`src/rtl/cfg_serial_tx_if.sv`:
```
// cfg_serial_tx_if: request/status and serial-line bundle for cfg_serial_tx
interface cfg_serial_tx_if #(
  parameter int WIDTH = 58
);
  logic             start;
  logic [WIDTH-1:0] data;
  logic             busy;
  logic             done;
  logic             sen;
  logic             sclk;
  logic             sdata;
  modport master (output start, data, input busy, done, sen, sclk, sdata);
  modport slave (input start, data, output busy, done, sen, sclk, sdata);
endinterface

```
`src/rtl/cfg_serial_tx.sv`:
```
// cfg_serial_tx: LSB-first sen/sclk/sdata configuration transmitter; CFG_TX_GUARD_EN adds a sen lead-in (HEAD) phase
module cfg_serial_tx #(
  parameter int WIDTH       = 58,
  parameter int HALF_PERIOD = 4
) (
  input logic            clk,
  input logic            rst,
  cfg_serial_tx_if.slave bus
);
  localparam int PW = $clog2(HALF_PERIOD);
  localparam int BW = WIDTH > 1 ? $clog2(WIDTH) : 1;
  typedef enum logic [2:0] {IDLE, HEAD, LOW, HIGH, TAIL, DONE} state_t;
  state_t           state_q, state_d;
  logic [PW-1:0]    ph_q, ph_d;
  logic [BW-1:0]    bit_q, bit_d;
  logic [WIDTH-1:0] sr_q, sr_d;
  logic             busy_q, busy_d;
  logic             done_q, done_d;
  logic             sen_q, sen_d;
  logic             sclk_q, sclk_d;
  logic             sdata_q, sdata_d;
  logic             ph_end;
  assign ph_end = ph_q == PW'(HALF_PERIOD - 1);
  // Next state, counters and shift register; outputs decoded from the next state so they leave a flop
  always_comb begin
    state_d = state_q;
    ph_d    = ph_end ? '0 : ph_q + PW'(1);
    bit_d   = bit_q;
    sr_d    = sr_q;
    case (state_q)
      IDLE: begin
        ph_d = '0;
        if (bus.start) begin
          sr_d    = bus.data;
          bit_d   = '0;
`ifdef CFG_TX_GUARD_EN
          state_d = HEAD;
`else
          state_d = LOW;
`endif
        end
      end
`ifdef CFG_TX_GUARD_EN
      HEAD: state_d = ph_end ? LOW : HEAD;
`endif
      LOW:  state_d = ph_end ? HIGH : LOW;
      HIGH: begin
        if (ph_end) begin
          if (bit_q == BW'(WIDTH - 1)) begin
            state_d = TAIL;
          end else begin
            state_d = LOW;
            sr_d    = sr_q >> 1;
            bit_d   = bit_q + BW'(1);
          end
        end
      end
      TAIL: state_d = ph_end ? DONE : TAIL;
      DONE: begin
        ph_d    = '0;
        state_d = IDLE;
      end
      default: begin
        ph_d    = '0;
        state_d = IDLE;
      end
    endcase
    sen_d   = state_d inside {HEAD, LOW, HIGH, TAIL};
    busy_d  = sen_d;
    done_d  = state_d == DONE;
    sclk_d  = state_d == HIGH;
    sdata_d = (state_d == LOW || state_d == HIGH) && sr_d[0];
  end
  // State, counters and registered outputs
  always_ff @(posedge clk) begin
    if (rst) begin
      state_q <= IDLE;
      ph_q    <= '0;
      bit_q   <= '0;
      sr_q    <= '0;
      busy_q  <= 1'b0;
      done_q  <= 1'b0;
      sen_q   <= 1'b0;
      sclk_q  <= 1'b0;
      sdata_q <= 1'b0;
    end else begin
      state_q <= state_d;
      ph_q    <= ph_d;
      bit_q   <= bit_d;
      sr_q    <= sr_d;
      busy_q  <= busy_d;
      done_q  <= done_d;
      sen_q   <= sen_d;
      sclk_q  <= sclk_d;
      sdata_q <= sdata_d;
    end
  end
  assign bus.busy  = busy_q;
  assign bus.done  = done_q;
  assign bus.sen   = sen_q;
  assign bus.sclk  = sclk_q;
  assign bus.sdata = sdata_q;
endmodule
```
`src/flat_wrapper.sv`:
```
// flat-port wrapper written by rule: the top's interface ports become plain ports
module cfg_serial_tx_flat 
#(
  parameter int WIDTH       = 58,
  parameter int HALF_PERIOD = 4
)
  (clk, rst, bus_start, bus_data, bus_busy, bus_done, bus_sen, bus_sclk, bus_sdata);
  cfg_serial_tx_if #(.WIDTH(WIDTH)) bus_i ();
  input logic clk;
  input logic rst;
  input wire logic [$bits(bus_i.start)-1:0] bus_start;
  input wire logic [$bits(bus_i.data)-1:0] bus_data;
  output wire logic [$bits(bus_i.busy)-1:0] bus_busy;
  output wire logic [$bits(bus_i.done)-1:0] bus_done;
  output wire logic [$bits(bus_i.sen)-1:0] bus_sen;
  output wire logic [$bits(bus_i.sclk)-1:0] bus_sclk;
  output wire logic [$bits(bus_i.sdata)-1:0] bus_sdata;
  assign bus_i.start = bus_start;
  assign bus_i.data = bus_data;
  assign bus_busy = bus_i.busy;
  assign bus_done = bus_i.done;
  assign bus_sen = bus_i.sen;
  assign bus_sclk = bus_i.sclk;
  assign bus_sdata = bus_i.sdata;
  cfg_serial_tx #(.WIDTH(WIDTH), .HALF_PERIOD(HALF_PERIOD)) u_core (.clk(clk), .rst(rst), .bus(bus_i));
endmodule
```
`config.mk`:
```
export PLATFORM = sky130hd
export DESIGN_NAME = cfg_serial_tx_flat
export DESIGN_NICKNAME = d
export VERILOG_FILES = /design/src/rtl/cfg_serial_tx_if.sv /design/src/rtl/cfg_serial_tx.sv /design/src/flat_wrapper.sv
export SDC_FILE = /design/constraint.sdc
export NUM_CORES = 1
export LEC_CHECK = 0
export ABC_AREA = 1
export CAP_MARGIN = 0
export CORE_AREA = 5 5 99 101
export CTS_BUF_LIST = sky130_fd_sc_hd__clkbuf_16
export DETAILED_ROUTE_END_ITERATION = 6
export DIE_AREA = 0 0 104 106
export PLACE_DENSITY_LB_ADDON = 0.15
export REMOVE_ABC_BUFFERS = 1
export SLEW_MARGIN = 0
export SYNTH_ARGS = -nofsm -noshare
export SYNTH_HDL_FRONTEND = slang
export SYNTH_SLANG_ARGS = --single-unit
```
`constraint.sdc`:
```
create_clock -name clk -period 2.4 [get_ports clk]
set_input_delay 0.72 -clock clk [delete_from_list [all_inputs] [get_ports clk]]
set_output_delay 0.72 -clock clk [all_outputs]
set_load 0.03 [all_outputs]
```
-- After elaboration in Yosys (flattened, before gate mapping)
Index checks and enable logic that the tools add are counted.
Widths: inputs -> output; s select.
- word-level logic and storage cells: 47
- register bits after elaboration: 73
- output and inout port bits: 5
- reductions and logical operators: 8
- add/subtract/negate cells: 2
- bitwise gates (word level): 1
- multiplexer cells: 14
- equality and inequality tests: 13
- operator list (cell ; number):
    $mux 58 ; 3
    $pmux 58 s2 ; 1
    $mux 6 ; 3
    $eq 3x2->1 const B ; 4
    $pmux 3 s4 ; 1
    $pmux 6 s2 ; 1
    $eq 3x3->1 const B ; 3
    $mux 3 ; 3
    $add 6x1->6 const B ; 1
    $eq 6x6->1 const B ; 1
    $reduce_or 3->1 ; 2
    $ne 2x2->1 const B ; 2
    $reduce_and 4->1 ; 1
    $reduce_bool 4->1 ; 1
    $eq 3x1->1 const B ; 1
    $logic_not 3->1 ; 1
    $add 2x1->2 const B ; 1
    $eq 2x2->1 const B ; 1
    $mux 1 ; 2
    $ne 2x1->1 const B ; 1
    $reduce_bool 2->1 ; 1
    $logic_and 1x1->1 ; 1
    $logic_or 1x1->1 ; 1
    $not 1->1 ; 1

-- Logic depth before layout (Yosys ltp)
Gate-level depths: netlist of run 1.
- depth after elaboration: 7
- gate-level depth with buffers: 11

-- Least setup slack after synthesis of run 1
Ideal clock, no wire load.
- kind: input to register
- start point: input bus_start
- end point: register u_core.bit_q[1]
- library setup time: 128 ps
- buffers on the path: 2
- cell stages on the path: 7
- data required time: 2272 ps
- slack: 849 ps
- arrival: 1423 ps
- cells stage by stage: nand3_2 > nand2_1 > nand3_2 > buf_6 > buf_6 > a21oi_1 > nor2_1
- longest elaborated chain between the ends: 2
- ends and longest elaborated chain (what ; line ; text):
    start, declared ; flat_wrapper.sv:11 ; input wire logic [$bits(bus_i.start)-1:0] bus_start;
    $ne 2x2->1 (no source line) ; - ;
    $reduce_and 4->1 (no source line) ; - ;
    end signal, assigned ; cfg_serial_tx.sv:89 ; bit_q <= bit_d;
    end, declared ; cfg_serial_tx.sv:15 ; logic [BW-1:0] bit_q, bit_d;
No other way between the ends.
A chain may end at the register's enable or synchronous reset.

==> run summary, run 1 <==
Run status = finished clean
Post-synthesis cell count = 643
Min-delay src = u_core.ph_q[0]
Vias/cell = 4.444
Clock slew at reported path FFs = 60 ps
Register-to-Register Setup Slack = 710 ps
Distinct cells, synth = 21
CTS root buffer = clkbuf_16
First-pass GRT wire length = 14350 um
Residual DRC = 0
H-tree lvl count = 3
Fin. Hold Viols = 0
Total GRT Usage = 0.1543
Post-synth EDFFs = 0
Postcts setup bufs = 0
Drt pass-1 iters = 5
Ant diodes = 0
Layout area overhead = 26.18%
Max Slew Vio Count = 0
Wire per inst = 10.22 um
Ys Warns = 0
R2R Path Start = u_core.bit_q[0]
Initial Util = 0.4275
CP startpoint kind = flip-flop
Clock sinks = 73
RSZ-0062 raised after global routing = false
Hold worst-path end = u_core.ph_q[0]
Crit. path cell count = 1
CP required = 1680 ps
ANT nets after route = 0
Slowest CP cell = clkdlybuf4s50_1
Final GP Congestion = 0.8187
Register bit total from synthesis = 73
P per Cell Area = 647.0 nW/um2
Sequential share of the synthesized area = 0.3827
Die Area = 11020 um2
CTS tree = done
Total Routed Length = 8287 um
Setup CP Type = flip-flop to output pin
Max-Cap Viols = 0
Rows = 35
Buf/Inv on CP = 1
Top-area cell type share of the netlist area = 0.3827
Worst min path class = flip-flop to flip-flop
Largest net degree at the start of global routing = 54
PortBufs = 65
Finished Cell Area = 4818 um2
Final cell count without fillers = 811
Final worst path period need = 2036 ps
CP Cell Sequence = clkdlybuf4s50_1
Top FF cell, synth = dfxtp_1
Post-synthesis cell area = 3819 um2
Initial drt markers = 126
Slew margin rel. = 0.7890
Hold-fix buffers, CTS = 0
Leak = 0.002294 uW
Final setup viols = 0
Worst path max stage delay = 670 ps
Endpoint type of the worst setup path = output pin
Post-CTS sizing = 0
Worst-skew pair later-pin latency = 330 ps
Synthesized area per cell = 5.939 um2
Worst-margin pin slew = 315.5 ps
Peak fanout along the critical path = 2
GR Overflow Total = 0
Via count = 3604
Area leader, netlist = dfxtp_1
Initial antenna violation count = 0
Placed cell area = 4533 um2
Worst IR Drop VDD = 0.3905 mV
RR Endpoint = u_core.bus.sdata
Half-perimeter wire length after placement = 5377 um
Hold Crit Depth = 1
Number of global-route vias before repair = 3332
Core region area = 8934 um2
Clock Path Buffers = 2
Period utilization = 0.8484
Synth async-reset ratio = 0
Die X = 104 um
Cts bufs inserted = 9
Clk_skew = 7.134 ps
Arrival @ worst endpoint = 1320 ps
Area contributors post-synth = dfxtp_1 38%, nand2_1 24%, nor2_1 17%
Ratio of cells with drive above 1 in the final layout = 0.04857
Reg2reg path depth = 10
Delay-heaviest family, CP = buffers and inverters
I/O pins = 66
FMAX = 491.1 MHz
Die Ht = 106 um
Layout net count = 760
Placed insts = 796
==> kinds of logic (layout without fill, tap and decap cells) <==
| group | after synthesis | in the layout | synth area share |
|---|---|---|---|
| compound gates | 24 | 24 | 0.03277 |
| xor+xnor | 2 | 2 | 0.004588 |
| flops | 73 | 73 | 0.3827 |
| simple gates | 439 | 439 | 0.4443 |
| buf+inv | 102 | 159 | 0.1258 |
| fa+ha+maj | 3 | 3 | 0.009831 |
==> per-layer routing <==
| metal | track usage | up-vias | part of all wire |
|---|---|---|---|
| met1 | 0.1829 | 1545 | 0.47 |
| met4 | 0.04995 | 0 | 0.012 |
| met3 | 0.03400 | 11 | 0.030 |
| met2 | 0.2760 | 61 | 0.49 |
| li1 | - | 1987 | - |
| met5 | 0 | - | 0 |
==> worst max-delay path by stage <==
stage | start | to | slack, ps
4_1_cts | u_core.bus.busy | bus_sen | 340
3_3_place_gp | bus_start | u_core.sr_q[44] | 190
3_5_place_dp | bus_start | u_core.sr_q[39] | 150
2_1_floorplan | bus_start | u_core.sr_q[10] | -260
6_report | u_core.bus.busy | bus_sen | 360
5_1_grt | u_core.bus.busy | bus_sen | 310
==> flip-flops by register name (all words and copies together) (netlist names) <==
register,flops
u_core.bus.done,1
u_core.bus.busy,1
u_core.state_q,3
u_core.ph_q,2
u_core.bus.sdata,1
u_core.bus.sclk,1
u_core.sr_q,58
u_core.bit_q,6
==> cells in the mapped netlist (2+ instances only) <==
cell type	instances
a21oi_1	15
buf_2	6
buf_4	10
buf_6	7
clkbuf_1	9
dfxtp_1	73
ha_1	3
inv_1	65
inv_2	5
nand2_1	245
nand3_1	10
nand3_2	2
nand4_1	2
nor2_1	177
o21ai_0	7
xor2_1	2
==> stage by stage <==
stage / util / setup slack, ps / TNS [ps] / hold slack [ps] / total power, uW
detailed placement: 0.5074 / 149.2 / 0 / 426.6 / 1858
finish: 0.5394 / 363.8 / 0 / 426.6 / 3117
CTS: 0.5394 / 343.9 / 0 / 434.1 / 3156
global route: 0.5394 / 311.2 / 0 / 447.3 / 3297
floorplan: - / -263.9 / -13760 / 399.2 / 1643
global placement: 0.5074 / 187.6 / 0 / 408.2 / 1846
==> final cells by class <==
class	instances	area, um2
Multi-Input combinational cell	468	1877
Timing Repair Buffer	74	793.3
Clock buffer	9	225.2
Sequential cell	73	1461
Fill cell	930	4115
Tap cell	111	138.9
Inverter	70	262.8
Clock inverter	6	60.06
==> power by group <==
group          internal [uW]  total (uW)  switching (uW)
clock network            793        1290             500
logic                    229         504             275
registers               1300        1320            25.1
==> layout by cell type (no fill, tap or decap), drive strengths merged, types with 3 or more instances in the layout <==
cell type      instances
a21oi                 15
buf                    9
clkbuf                 9
clkdlybuf4s50         65
clkinv                 4
dfxtp                 73
ha                     3
inv                   69
nand2                246
nand3                 13
nor2                 178
o21ai                  7
Power figures use the tool's default switching activity.
==> inputs of run 2 (changes only) <==
==> constraint.sdc (replaced) <==
create_clock -name clk -period 2 [get_ports clk]
set_input_delay 0.6 -clock clk [delete_from_list [all_inputs] [get_ports clk]]
set_output_delay 0.6 -clock clk [all_outputs]
set_load 0.03 [all_outputs]
==> run 2 against run 1 <==
Clock power up 18%; non-clock buffer count up 7; routed wire length up 2.4%; core utilization up 1.1 points; power up 20%; first-iteration DRC count up 28%; global-route usage up 0.41 points; combinational power up 26%; register-to-register slack worse by 490 ps; via count up 2.0%; highest routed layer unchanged.
==> run summary, run 2 (synthesis results as in run 1) <==
Number of global-route vias before repair = 3604
FMAX = 522.4 MHz
CP required = 1400 ps
Wire per inst = 10.37 um
First-pass GRT wire length = 15080 um
Ant diodes = 0
Endpoint type of the worst setup path = output pin
I/O pins = 66
CP Cell Sequence = clkdlybuf4s50_1
Worst min path class = flip-flop to flip-flop
Biggest register = u_core.sr_q
Peak fanout along the critical path = 2
Buf/Inv on CP = 1
GR Overflow Total = 0
Most frequent cells in the layout = 245 x nand2_1, 177 x nor2_1, 73 x dfxtp_1
Hold Crit Depth = 1
H-tree lvl count = 3
Clk_skew = 6.704 ps
Setup CP Type = flip-flop to output pin
Residual DRC = 0
ANT nets after route = 0
CP startpoint kind = flip-flop
Worst path max stage delay = 670 ps
Worst IR Drop VDD = 0.3798 mV
Initial drt markers = 161
Max-Cap Viols = 0
Die Ht = 106 um
Reg2reg path depth = 9
Placed insts = 803
Final setup viols = 0
RR Endpoint = u_core.sr_q[21]
Drt pass-1 iters = 4
Max reg flops = 58
Vias/cell = 4.495
RSZ-0062 raised after global routing = false
Postcts setup bufs = 0
Initial Util = 0.4275
Leak = 0.002352 uW
Power, Total = 3740 uW
Final GP Congestion = 0.8110
Half-perimeter wire length after placement = 5768 um
Die X = 104 um
Initial antenna violation count = 0
Hold-fix buffers, CTS = 0
Largest net degree at the start of global routing = 33
Arrival @ worst endpoint = 1310 ps
P per Cell Area = 761.5 nW/um2
Total GRT Usage = 0.1584
Run status = finished clean
R2R Path Start = u_core.bit_q[0]
Final cell count without fillers = 818
Pre-CTS setup slack = -66.76 ps
Min-delay src = u_core.ph_q[0]
Clock sinks = 73
Slew margin rel. = 0.7934
Worst-skew pair later-pin latency = 330 ps
Via count = 3677
Layout net count = 767
Register-to-Register Setup Slack = 220 ps
Largest registers = u_core.sr_q (58), u_core.bit_q (6), u_core.state_q (3)
Core region area = 8934 um2
PortBufs = 65
Final hold slack = 430.0 ps
Slowest CP cell = clkdlybuf4s50_1
Total Routed Length = 8485 um
Die Area = 11020 um2
Max Slew Vio Count = 0
Commonest non-fill, non-tap cell in the layout = nand2_1
Ratio of cells with drive above 1 in the final layout = 0.05375
Layout area overhead = 28.64%
Final worst path period need = 1914 ps
Crit. path cell count = 1
Post-CTS sizing = 0
Rows = 35
Cts bufs inserted = 9
CTS root buffer = clkbuf_16
Clock Path Buffers = 2
CTS tree = done
Hold worst-path end = u_core.ph_q[0]
Fin. Hold Viols = 0
Setup TNS = 0 ps
Final worst setup slack = 85.91 ps
Period utilization = 0.9570
Worst-margin pin slew = 309.0 ps
Clock slew at reported path FFs = 60 ps
Delay-heaviest family, CP = buffers and inverters
-- run 2: changes by cell type in the layout (fill, tap and decap cells not counted), sizes merged --
cell,before,now
clkinvlp,2,0
buf,9,16
clkinv,4,5
inv,69,70
-- run 2: layout make-up --
type                       instances  area [um2]
clock buffer                       9       225.2
timing repair buffer              81       895.9
fill                             937        4021
clock inverter                     6       51.30
tap                              111       138.9
sequential                        73        1461
inverter                          70       262.8
multi-input combinational        468        1877
-- run 2: routing by layer --
| metal | vias to the layer above | global-route usage | wire (um) |
|---|---|---|---|
| met1 | 1599 | 0.1921 | 4067 |
| li1 | 2006 | - | - |
| met3 | 11 | 0.02793 | 272 |
| met4 | 0 | 0.05458 | 114 |
| met2 | 61 | 0.2814 | 4030 |
| met5 | - | 0 | 0 |
-- run 2: metrics by stage --
step,cell area (um2),util
after detailed placement,4636,0.5189
after global placement,4636,0.5189
final,4912,0.5499
after global routing,4912,0.5499
after CTS,4912,0.5499
after floorplan,3601,-
-- run 2: worst max path at each step --
stage | start | endpoint | slack [ps]
5_1_grt | u_core.bit_q[0] | u_core.sr_q[22] | 20
4_1_cts | u_core.bus.busy | bus_busy | 70
2_1_floorplan | bus_start | u_core.sr_q[10] | -540
6_report | u_core.bus.busy | bus_busy | 90
3_5_place_dp | bus_start | u_core.sr_q[2] | -70
3_3_place_gp | bus_start | u_core.sr_q[25] | -20
-- run 2: where the power goes --
group,switching (uW),internal (uW)
clock,577,940
combinational,338,299
sequential,29.5,1560
